## src/rtl/dram_lsu_pkg.sv

```systemverilog
// rtl/dram_lsu_pkg.sv - shared funct3 codes, FSM states and decode helpers for the DRAM load/store unit.
package lsu_pkg;

    localparam logic [2:0] F3_B  = 3'b000;
    localparam logic [2:0] F3_H  = 3'b001;
    localparam logic [2:0] F3_W  = 3'b010;
    localparam logic [2:0] F3_BU = 3'b100;
    localparam logic [2:0] F3_HU = 3'b101;

    typedef enum logic [1:0] {
        IDLE   = 2'd0,
        SECOND = 2'd1,
        FINISH = 2'd2
    } lsu_state_e;

    function automatic logic [3:0] size_mask(input logic [2:0] funct3);
        case (funct3[1:0])
            2'b00:   return 4'b0001;
            2'b01:   return 4'b0011;
            default: return 4'b1111;
        endcase
    endfunction

    function automatic logic f3_legal(input logic we, input logic [2:0] funct3);
        if (we) begin
            return (funct3 == F3_B) || (funct3 == F3_H) || (funct3 == F3_W);
        end
        return (funct3 == F3_B) || (funct3 == F3_H) || (funct3 == F3_W) ||
               (funct3 == F3_BU) || (funct3 == F3_HU);
    endfunction

endpackage

```

## src/rtl/dram_lsu_if.sv

```systemverilog
// rtl/dram_lsu_if.sv - request/response and DRAM port bundle for the load/store unit.
interface dram_lsu_if #(
    parameter int ADDR_W = 10
);
    logic              req_valid;
    logic              req_ready;
    logic              req_we;
    logic [2:0]        req_funct3;
    logic [31:0]       req_addr;
    logic [31:0]       req_wdata;
    logic              rsp_valid;
    logic [31:0]       rsp_rdata;
    logic              rsp_err;
    logic [ADDR_W-1:0] mem_addr;
    logic              mem_wr_en;
    logic [3:0]        mem_wr_byte_en;
    logic [31:0]       mem_wr_data;
    logic [31:0]       mem_rd_data;

    modport master (
        output req_valid, req_we, req_funct3, req_addr, req_wdata, mem_rd_data,
        input  req_ready, rsp_valid, rsp_rdata, rsp_err,
               mem_addr, mem_wr_en, mem_wr_byte_en, mem_wr_data
    );

    modport slave (
        input  req_valid, req_we, req_funct3, req_addr, req_wdata, mem_rd_data,
        output req_ready, rsp_valid, rsp_rdata, rsp_err,
               mem_addr, mem_wr_en, mem_wr_byte_en, mem_wr_data
    );
endinterface

```

## src/rtl/dram_lsu_load_format.sv

```systemverilog
// rtl/dram_lsu_load_format.sv - aligns a two-word load window and sign/zero-extends to 32 bits.
module lsu_load_format
    import lsu_pkg::*;
(
    input  logic [63:0] data,
    input  logic [1:0]  off,
    input  logic [2:0]  funct3,
    output logic [31:0] rdata
);

    logic [31:0] shifted;

    assign shifted = 32'(data >> {off, 3'b000});

    always_comb begin
        case (funct3)
            F3_B:    rdata = {{24{shifted[7]}}, shifted[7:0]};
            F3_H:    rdata = {{16{shifted[15]}}, shifted[15:0]};
            F3_BU:   rdata = {24'h0, shifted[7:0]};
            F3_HU:   rdata = {16'h0, shifted[15:0]};
            default: rdata = shifted;
        endcase
    end

endmodule

```

## src/rtl/dram_lsu.sv

```systemverilog
// rtl/dram_lsu.sv - byte-addressed load/store unit in front of a word-addressed DRAM;
// word-crossing accesses are split into two beats.
module dram_lsu
    import lsu_pkg::*;
#(
    parameter int ADDR_W             = 10,
    parameter bit SUPPORT_MISALIGNED = 1'b1
) (
    input  logic       clk,
    input  logic       rst,
    dram_lsu_if.slave  bus
);

    lsu_state_e        state_q, state_d;
    logic              op_we_q, op_we_d;
    logic [2:0]        op_f3_q, op_f3_d;
    logic [1:0]        op_off_q, op_off_d;
    logic [ADDR_W-1:0] op_w_q, op_w_d;
    logic [3:0]        op_mask_hi_q, op_mask_hi_d;
    logic [31:0]       op_data_hi_q, op_data_hi_d;
    logic              op_err_q, op_err_d;
    logic              op_cross_q, op_cross_d;
    logic [31:0]       lo_q, lo_d;
    logic [ADDR_W-1:0] last_addr_q, last_addr_d;

    logic [ADDR_W-1:0] req_w;
    logic [1:0]        req_off;
    logic [3:0]        req_mask;
    logic [2:0]        req_size;
    logic              req_legal;
    logic              req_cross;
    logic              req_err;
    logic              req_split;
    logic [7:0]        req_mask8;
    logic [63:0]       req_data64;
    logic              can_accept;
    logic              req_fire;

    logic [ADDR_W-1:0] mem_addr_c;
    logic              mem_wr_en_c;
    logic [3:0]        mem_be_c;
    logic [31:0]       mem_wd_c;

    logic              rsp_valid_c;
    logic [63:0]       fmt_in;
    logic [31:0]       fmt_out;
    logic              unused_addr_hi;

    assign req_w      = bus.req_addr[ADDR_W+1:2];
    assign req_off    = bus.req_addr[1:0];
    assign req_mask   = size_mask(bus.req_funct3);
    assign req_size   = (req_mask == 4'b0001) ? 3'd1 :
                        (req_mask == 4'b0011) ? 3'd2 : 3'd4;
    assign req_legal  = f3_legal(bus.req_we, bus.req_funct3);
    // Illegal ops never split, so they always answer in the next cycle.
    assign req_cross  = req_legal && (({1'b0, req_off} + req_size) > 3'd4);
    assign req_err    = !req_legal || (req_cross && !SUPPORT_MISALIGNED);
    assign req_split  = req_cross && SUPPORT_MISALIGNED;
    assign req_mask8  = {4'h0, req_mask} << req_off;
    assign req_data64 = {32'h0, bus.req_wdata} << {req_off, 3'b000};

    assign can_accept = !rst && (state_q != SECOND);
    assign req_fire   = bus.req_valid && can_accept;

    assign unused_addr_hi = ^bus.req_addr[31:ADDR_W+2];

    always_comb begin
        state_d      = state_q;
        op_we_d      = op_we_q;
        op_f3_d      = op_f3_q;
        op_off_d     = op_off_q;
        op_w_d       = op_w_q;
        op_mask_hi_d = op_mask_hi_q;
        op_data_hi_d = op_data_hi_q;
        op_err_d     = op_err_q;
        op_cross_d   = op_cross_q;
        lo_d         = lo_q;
        mem_addr_c   = last_addr_q;
        mem_wr_en_c  = 1'b0;
        mem_be_c     = 4'h0;
        mem_wd_c     = 32'h0;

        if (state_q == SECOND) begin
            mem_addr_c = op_w_q + ADDR_W'(1);
            if (op_we_q) begin
                mem_wr_en_c = 1'b1;
                mem_be_c    = op_mask_hi_q;
                mem_wd_c    = op_data_hi_q;
            end else begin
                lo_d = bus.mem_rd_data;
            end
            state_d = FINISH;
        end else begin
            state_d = IDLE;
            if (req_fire) begin
                mem_addr_c  = req_w;
                mem_wr_en_c = bus.req_we && !req_err;
                if (mem_wr_en_c) begin
                    mem_be_c = req_mask8[3:0];
                    mem_wd_c = req_data64[31:0];
                end
                op_we_d      = bus.req_we;
                op_f3_d      = bus.req_funct3;
                op_off_d     = req_off;
                op_w_d       = req_w;
                op_mask_hi_d = req_mask8[7:4];
                op_data_hi_d = req_data64[63:32];
                op_err_d     = req_err;
                op_cross_d   = req_split;
                state_d      = req_split ? SECOND : FINISH;
            end
        end

        last_addr_d = mem_addr_c;
    end

    always_ff @(posedge clk or posedge rst) begin
        if (rst) begin
            state_q      <= IDLE;
            op_we_q      <= 1'b0;
            op_f3_q      <= 3'h0;
            op_off_q     <= 2'h0;
            op_w_q       <= '0;
            op_mask_hi_q <= 4'h0;
            op_data_hi_q <= 32'h0;
            op_err_q     <= 1'b0;
            op_cross_q   <= 1'b0;
            lo_q         <= 32'h0;
            last_addr_q  <= '0;
        end else begin
            state_q      <= state_d;
            op_we_q      <= op_we_d;
            op_f3_q      <= op_f3_d;
            op_off_q     <= op_off_d;
            op_w_q       <= op_w_d;
            op_mask_hi_q <= op_mask_hi_d;
            op_data_hi_q <= op_data_hi_d;
            op_err_q     <= op_err_d;
            op_cross_q   <= op_cross_d;
            lo_q         <= lo_d;
            last_addr_q  <= last_addr_d;
        end
    end

    // In FINISH the DRAM read port carries the last beat of the registered op.
    assign rsp_valid_c = (state_q == FINISH);
    assign fmt_in      = op_cross_q ? {bus.mem_rd_data, lo_q} : {32'h0, bus.mem_rd_data};

    lsu_load_format u_load_format (
        .data   (fmt_in),
        .off    (op_off_q),
        .funct3 (op_f3_q),
        .rdata  (fmt_out)
    );

    assign bus.req_ready      = can_accept;
    assign bus.rsp_valid      = rsp_valid_c;
    assign bus.rsp_err        = rsp_valid_c && op_err_q;
    assign bus.rsp_rdata      = (rsp_valid_c && !op_we_q && !op_err_q) ? fmt_out : 32'h0;
    assign bus.mem_addr       = mem_addr_c;
    assign bus.mem_wr_en      = mem_wr_en_c;
    assign bus.mem_wr_byte_en = mem_be_c;
    assign bus.mem_wr_data    = mem_wd_c;

endmodule
```

## src/flat_wrapper.sv

```systemverilog
// flat-port wrapper written by rule: the top's interface ports become plain ports
module dram_lsu_flat import lsu_pkg::*;
#(
    parameter int ADDR_W             = 10,
    parameter bit SUPPORT_MISALIGNED = 1'b1
)
  (clk, rst, bus_req_valid, bus_req_we, bus_req_funct3, bus_req_addr, bus_req_wdata, bus_mem_rd_data, bus_req_ready, bus_rsp_valid, bus_rsp_rdata, bus_rsp_err, bus_mem_addr, bus_mem_wr_en, bus_mem_wr_byte_en, bus_mem_wr_data);
  dram_lsu_if #(.ADDR_W(ADDR_W)) bus_i ();
  input  logic clk;
  input  logic rst;
  input wire logic [$bits(bus_i.req_valid)-1:0] bus_req_valid;
  input wire logic [$bits(bus_i.req_we)-1:0] bus_req_we;
  input wire logic [$bits(bus_i.req_funct3)-1:0] bus_req_funct3;
  input wire logic [$bits(bus_i.req_addr)-1:0] bus_req_addr;
  input wire logic [$bits(bus_i.req_wdata)-1:0] bus_req_wdata;
  input wire logic [$bits(bus_i.mem_rd_data)-1:0] bus_mem_rd_data;
  output wire logic [$bits(bus_i.req_ready)-1:0] bus_req_ready;
  output wire logic [$bits(bus_i.rsp_valid)-1:0] bus_rsp_valid;
  output wire logic [$bits(bus_i.rsp_rdata)-1:0] bus_rsp_rdata;
  output wire logic [$bits(bus_i.rsp_err)-1:0] bus_rsp_err;
  output wire logic [$bits(bus_i.mem_addr)-1:0] bus_mem_addr;
  output wire logic [$bits(bus_i.mem_wr_en)-1:0] bus_mem_wr_en;
  output wire logic [$bits(bus_i.mem_wr_byte_en)-1:0] bus_mem_wr_byte_en;
  output wire logic [$bits(bus_i.mem_wr_data)-1:0] bus_mem_wr_data;
  assign bus_i.req_valid = bus_req_valid;
  assign bus_i.req_we = bus_req_we;
  assign bus_i.req_funct3 = bus_req_funct3;
  assign bus_i.req_addr = bus_req_addr;
  assign bus_i.req_wdata = bus_req_wdata;
  assign bus_i.mem_rd_data = bus_mem_rd_data;
  assign bus_req_ready = bus_i.req_ready;
  assign bus_rsp_valid = bus_i.rsp_valid;
  assign bus_rsp_rdata = bus_i.rsp_rdata;
  assign bus_rsp_err = bus_i.rsp_err;
  assign bus_mem_addr = bus_i.mem_addr;
  assign bus_mem_wr_en = bus_i.mem_wr_en;
  assign bus_mem_wr_byte_en = bus_i.mem_wr_byte_en;
  assign bus_mem_wr_data = bus_i.mem_wr_data;
  dram_lsu #(.ADDR_W(ADDR_W), .SUPPORT_MISALIGNED(SUPPORT_MISALIGNED)) u_core (.clk(clk), .rst(rst), .bus(bus_i));
endmodule
```

## config.mk

```make
export PLATFORM = sky130hd
export DESIGN_NAME = dram_lsu_flat
export DESIGN_NICKNAME = d
export VERILOG_FILES = /design/src/rtl/dram_lsu_pkg.sv /design/src/rtl/dram_lsu_if.sv /design/src/rtl/dram_lsu_load_format.sv /design/src/rtl/dram_lsu.sv /design/src/flat_wrapper.sv
export SDC_FILE = /design/constraint.sdc
export NUM_CORES = 1
export LEC_CHECK = 0
export BUFFER_PORTS_ARGS = -buffer_cell sky130_fd_sc_hd__buf_2
export CORE_MARGIN = 8
export CORE_UTILIZATION = 40
export DETAILED_ROUTE_END_ITERATION = 6
export PLACE_DENSITY = 0.67
export SLEW_MARGIN = 20
export SYNTH_ARGS = -nofsm -noshare
export SYNTH_HDL_FRONTEND = slang
export SYNTH_HIERARCHICAL = 1
export SYNTH_SLANG_ARGS = --single-unit
```

## constraint.sdc

```tcl
create_clock -name clk -period 3 [get_ports clk]
set_input_delay 0.3 -clock clk [delete_from_list [all_inputs] [get_ports clk]]
set_output_delay 0.3 -clock clk [all_outputs]
set_load 0.01 [all_outputs]
```

# == After elaboration in Yosys (flattened, before gate mapping) ==
# Cells that the tools add are included.
# word_totals
reg_bits,98
inputBits,103
# op_classes
addsub,2
order_cmp,1
eq_ne,13
shifts,3
mux,25
n_bitwise,2
n_reduce_logical,20
# ops
operator,n
$mux W32,5
$pmux W32 S4,1
$mux W64,1
$shl A32 B5 Y64,1
$shr A64 B5 Y32,1
$mux W10,2
$mux W4,4
$eq A3 B3 Y1 const B,4
$add A10 B1 Y10 const B,1
$pmux W4 S2,1
$shl A4 B2 Y8,1
$logic_and A1 B1 Y1,7
$eq A3 B1 Y1 const B,2
$logic_not A3 Y1,2
$mux W1,6
$mux W2,3
$mux W3,2
$eq A2 B1 Y1 const B,2
$eq A4 B1 Y1 const B,1
$eq A4 B2 Y1 const B,1
$logic_not A1 Y1,4
$logic_or A1 B1 Y1,4
$reduce_and A2 Y1,2
$add A2 B3 Y3,1
6 further kinds,7

# == Longest topological paths before layout ==
# logic_depth
ltp_word,11
mapped_depth,9
ltp_nobuf,8

# == By module ==
# The synthesis kept the hierarchy.
# modules_own_cells
module,n_inst,cells_per_inst,area_each_um2
dram_lsu,1,589,5520.3
lsu_load_format,1,101,1119.8

# == Least setup slack after synthesis ==
# OpenSTA, ideal clock, no wires.
# synth_timing
path_kind,reg-to-output
from,register u_core.op_cross_q
to,output bus_rsp_rdata[17]
arrival_time_ps,2160
t_required_ps,2700
setup_slack_ps,540
stages_incl_launch_ff,9
path_buffers,3
cell_sequence,dfrtp_1 > buf_2 > buf_2 > mux2_2 > mux4_2 > mux2i_4 > buf_6 > o21ai_1 > and2_1
# synth_via
elab_chain_len,4
# synth_rtl
element,line_no,source
from (decl),dram_lsu.sv:22,"logic op_cross_q, op_cross_d;"
from (signal assigned),dram_lsu.sv:139,op_cross_q <= op_cross_d;
$mux W64,dram_lsu.sv:147,"assign fmt_in = op_cross_q ? {bus.mem_rd_data, lo_q} : {32'h0, bus.mem_rd_data};"
via u_core.fmt_in[31],dram_lsu.sv:45,logic [63:0] fmt_in;
$shr A64 B5 Y32,dram_lsu_load_format.sv:13,"assign shifted = 32'(data >> {off, 3'b000});"
$pmux W32 S4,dram_lsu_load_format.sv:16,case (funct3)
via u_core.fmt_out[17],dram_lsu.sv:46,logic [31:0] fmt_out;
$mux W32,dram_lsu.sv:159,assign bus.rsp_rdata = (rsp_valid_c && !op_we_q && !op_err_q) ? fmt_out : 32'h0;
to (decl),flat_wrapper.sv:19,output wire logic [$bits(bus_i.rsp_rdata)-1:0] bus_rsp_rdata;
# The timed path passes the listed nets, and every way through them passes these cells.

# == Final worst setup path ==
# layout_timing
from,register u_core.op_cross_q
to,output bus_rsp_rdata[22]
# The elaborated chain is that of the path after synthesis.

==> flow_summary.html <==
<table>
<tr><th>Metric</th><th>Value</th></tr>
<tr><th colspan="2">Status</th></tr>
<tr><td>Status</td><td>finished clean</td></tr>
<tr><th colspan="2">Routing</th></tr>
<tr><td>Routed WL per cell</td><td>17.7 microns</td></tr>
<tr><td>Routed metal-1 wirelength</td><td>8130 microns</td></tr>
<tr><td>Average vias per placed instance</td><td>5.37</td></tr>
<tr><td>Initial DRT Pass Iterations</td><td>5</td></tr>
<tr><td>Remaining number of nets flagged by the antenna check after routing</td><td>0</td></tr>
<tr><td>First DRT Iteration DRCs</td><td>283</td></tr>
<tr><td>Highest metal layer with signal wires</td><td>met5</td></tr>
<tr><td>Vias</td><td>5628</td></tr>
<tr><td>Met2 wire len</td><td>8800 microns</td></tr>
<tr><td>DRC violations left</td><td>0</td></tr>
<tr><td>Total Wirelength</td><td>18600 microns</td></tr>
<tr><td>Met3 wire length</td><td>1300 microns</td></tr>
<tr><th colspan="2">Timing</th></tr>
<tr><td>Upper clock frequency limit</td><td>362 MHz</td></tr>
<tr><td>Total count of max-transition violations in the final report</td><td>0</td></tr>
<tr><td>Share of the clock period used by the worst path</td><td>92.2%</td></tr>
<tr><td>Tightest Pin Transition</td><td>0.798 ns</td></tr>
<tr><td>Rel. slew slack</td><td>46.8%</td></tr>
<tr><td>Setup repair after global routing missed its margin</td><td>no</td></tr>
<tr><td>Clk_skew</td><td>0.00734 ns</td></tr>
<tr><td>Count of final setup violators</td><td>0</td></tr>
<tr><td>Sum of negative setup slack</td><td>0 ns</td></tr>
<tr><td>Final hold violation count</td><td>0</td></tr>
<tr><td>Crit path time final</td><td>2.76 ns</td></tr>
<tr><th colspan="2">Place</th></tr>
<tr><td>HPWL after detailed placement</td><td>13500 microns</td></tr>
<tr><td>Routability-driven placement congestion ratio</td><td>0.860</td></tr>
<tr><td>Number of buffers inserted by port buffering</td><td>164</td></tr>
<tr><td>Placed cell areas</td><td>7560 sq um</td></tr>
<tr><td>Post-Place Cells</td><td>1031</td></tr>
<tr><th colspan="2">Worst setup path</th></tr>
<tr><td>CP Buf/Inv Count</td><td>2</td></tr>
<tr><td>Required time of the critical path</td><td>2.70 ns</td></tr>
<tr><td>Largest delay share family, worst path</td><td>multiplexers</td></tr>
<tr><td>Kind of end point of the critical path</td><td>primary output</td></tr>
<tr><td>Number of cells on the worst reg-to-reg path</td><td>5</td></tr>
<tr><td>Type of element launching the critical path</td><td>flip-flop</td></tr>
<tr><td>R2R Path End</td><td>u_core/op_mask_hi_q[0]</td></tr>
<tr><td>Crit-path max FO</td><td>38</td></tr>
<tr><td>Worst-case register-to-register setup slack</td><td>0.84 ns</td></tr>
<tr><td>Chain of cells forming the critical path</td><td>buf_6, mux2_2, mux4_1, nand2_1, o21ai_0, and2_1, buf_2</td></tr>
<tr><td>Worst Setup Path Type</td><td>flip-flop to primary output</td></tr>
<tr><td>Data arrival time of the worst path</td><td>2.46 ns</td></tr>
<tr><td>CP max stage delay</td><td>0.49 ns</td></tr>
<tr><td>Crit-path slowest cell</td><td>sky130_fd_sc_hd__mux4_1</td></tr>
<tr><td>Worst flop-to-flop path startpoint</td><td>u_core/state_q[1]</td></tr>
<tr><th colspan="2">Clock tree</th></tr>
<tr><td># clock sinks</td><td>89</td></tr>
<tr><td>Inserted Clock Buffers</td><td>9</td></tr>
<tr><td>Library cell used as clock root buffer</td><td>sky130_fd_sc_hd__clkbuf_16</td></tr>
<tr><td>Insertion delay to the later sink of the worst-skew pair</td><td>0.35 ns</td></tr>
<tr><td>Clock slew at the register clock pins of the worst setup and hold paths</td><td>0.07 ns</td></tr>
<tr><td>Total number of H-tree levels</td><td>3</td></tr>
<tr><td>Number of buffers on the longest clock path</td><td>2</td></tr>
<tr><td>Post-cts hold buffer count</td><td>0</td></tr>
<tr><td>CTS tree</td><td>done</td></tr>
<tr><th colspan="2">Die</th></tr>
<tr><td>I/O pin count</td><td>185</td></tr>
<tr><td>Total core area</td><td>16300 sq um</td></tr>
<tr><td>Number of placement rows</td><td>47</td></tr>
<tr><td>Die extent in y</td><td>144 microns</td></tr>
<tr><td>Die Span X</td><td>144 microns</td></tr>
<tr><td>Overall die area</td><td>20800 sq um</td></tr>
<tr><td>Initial standard-cell utilization of the core</td><td>40.3%</td></tr>
<tr><th colspan="2">Power</th></tr>
<tr><td>Total power density per cell area</td><td>535 nW/um^2</td></tr>
<tr><td>Leakage Power</td><td>3.79 nW</td></tr>
<tr><td>VDD IR max</td><td>320 uV</td></tr>
<tr><th colspan="2">Layout</th></tr>
<tr><td>Final non-filler cell area</td><td>7920 sq um</td></tr>
<tr><td>Layout fillers</td><td>1613</td></tr>
<tr><td>Fraction of layout cells with a size suffix above 1</td><td>38.8%</td></tr>
<tr><td>Number of cells in the finished layout apart from fillers</td><td>1049</td></tr>
<tr><td>Post-layout net count</td><td>930</td></tr>
<tr><td>Synth-to-layout area growth</td><td>20.1%</td></tr>
<tr><td>Fin util</td><td>48.4%</td></tr>
<tr><th colspan="2">Global route</th></tr>
<tr><td>First-pass GRT wire length</td><td>29400 microns</td></tr>
<tr><td>Initial antenna violation count</td><td>1</td></tr>
<tr><td>All-Layer GR Usage</td><td>17.9%</td></tr>
<tr><td>Vias in the first global route</td><td>5676</td></tr>
<tr><td>Congestion Overflow GR</td><td>0</td></tr>
<tr><td>Maximum number of pins on one net before global-route repair</td><td>61</td></tr>
<tr><th colspan="2">Worst hold path</th></tr>
<tr><td>Classification of the worst-slack hold path</td><td>input port to asynchronous set/reset pin</td></tr>
<tr><th colspan="2">Synth</th></tr>
<tr><td>Mapped Cells</td><td>682</td></tr>
<tr><td>Number of nets produced by synthesis</td><td>789</td></tr>
<tr><td>Post-Synthesis Cell Area</td><td>6590 sq um</td></tr>
<tr><td>Number of warnings printed during yosys synthesis</td><td>6</td></tr>
<tr><td>Syn avg cell area</td><td>9.66 sq um</td></tr>
<tr><th colspan="2">Flow run</th></tr>
<tr><td>Number of maximum-capacitance violations</td><td>0</td></tr>
</table>
report_power, final:
part | leakage, nW | switching (mW) | internal, mW
Sequential | 1.12 | 0.170 | 1.49
Combinational | 2.51 | 0.626 | 0.700
Clock | 0.159 | 0.497 | 0.756
routing by layer:
layer / global-route usage [%] / up-vias
met4: 7.45 / 2
met2: 28.2 / 181
li1: - / 2681
met1: 23.3 / 2739
met3: 3.93 / 25
met5: 0 / -
flip-flops by register name, summed over array words and instances, names as in the netlist:
register and count:
u_core/lo_q 32, u_core/last_addr_q 10, u_core/state_q 2, u_core/op_data_hi_q 24, u_core/op_we_q 1, u_core/op_err_q 1
u_core/op_off_q 2, u_core/op_w_q 10, u_core/op_cross_q 1, u_core/op_mask_hi_q 3, u_core/op_f3_q 3
worst register-to-register path, stage by stage, from the launching register on:
cell,delay [ns]
sky130_fd_sc_hd__dfrtp_1,0.38
sky130_fd_sc_hd__nand2b_2,0.42
sky130_fd_sc_hd__nand2_2,0.58
sky130_fd_sc_hd__buf_4,0.39
sky130_fd_sc_hd__nor2_1,0.09
sky130_fd_sc_hd__a22o_1,0.21
how the worst max path moves through the flow:
stage	startpoint	cells past startpoint	slack (ns)	to
CTS	u_core/op_cross_q	6	0.1	bus_rsp_rdata[20]
global placement	u_core/op_cross_q	7	0.51	bus_rsp_rdata[22]
global route	u_core/op_cross_q	7	0.09	bus_rsp_rdata[22]
floorplan	rst	1	0.39	u_core/last_addr_q[0]
finish	u_core/op_cross_q	7	0.24	bus_rsp_rdata[22]
detailed placement	u_core/op_cross_q	6	0.47	bus_rsp_rdata[20]
cell type report:
cell class / count / area (sq um) / area share [%]
repair buffers: 185 / 1010 / 12.7
clock buffers: 10 / 239 / 3.02
well taps: 220 / 275 / 3.48
diodes: 1 / 2.50 / 0.0316
flip-flops and latches: 89 / 2230 / 28.2
clock inverters: 6 / 90.1 / 1.14
multi-input cells: 534 / 4050 / 51.2
inverters: 4 / 20.0 / 0.253
cells in the final DEF (no fill, tap or decap), drive strengths merged, types with 2 or more instances in the layout:
| cell type | count |
|---|---|
| nor2b | 2 |
| buf | 185 |
| nand2 | 141 |
| ha | 3 |
| nand2b | 4 |
| mux2i | 37 |
| xnor2 | 7 |
| bufinv | 2 |
| a31oi | 5 |
| clkinv | 3 |
| nor3 | 7 |
| a21oi | 19 |
| dfrtp | 89 |
| o31ai | 10 |
| inv | 4 |
| clkbuf | 10 |
| nand3 | 12 |
| nor2 | 35 |
| a211oi | 10 |
| nand4 | 2 |
| o21ai | 54 |
| a22o | 9 |
| and2 | 66 |
| mux2 | 66 |
| mux4 | 34 |
| a21o | 2 |
metrics by stage:
step	power, mW	hold slack (ns)	worst slack [ns]
global placement	2.95	0.451	0.508
global route	4.48	0.0954	0.0911
floorplan	2.64	0.405	0.393
finish	4.23	0.0534	0.235
detailed placement	2.99	0.445	0.474
CTS	4.26	0.0637	0.0977
what timing repair did:
action,CTS,global route
setup buffers,0,1
setup endpoints to repair,0,6
gates resized for setup,0,1
Note: power is estimated with default switching activity, not from simulation.
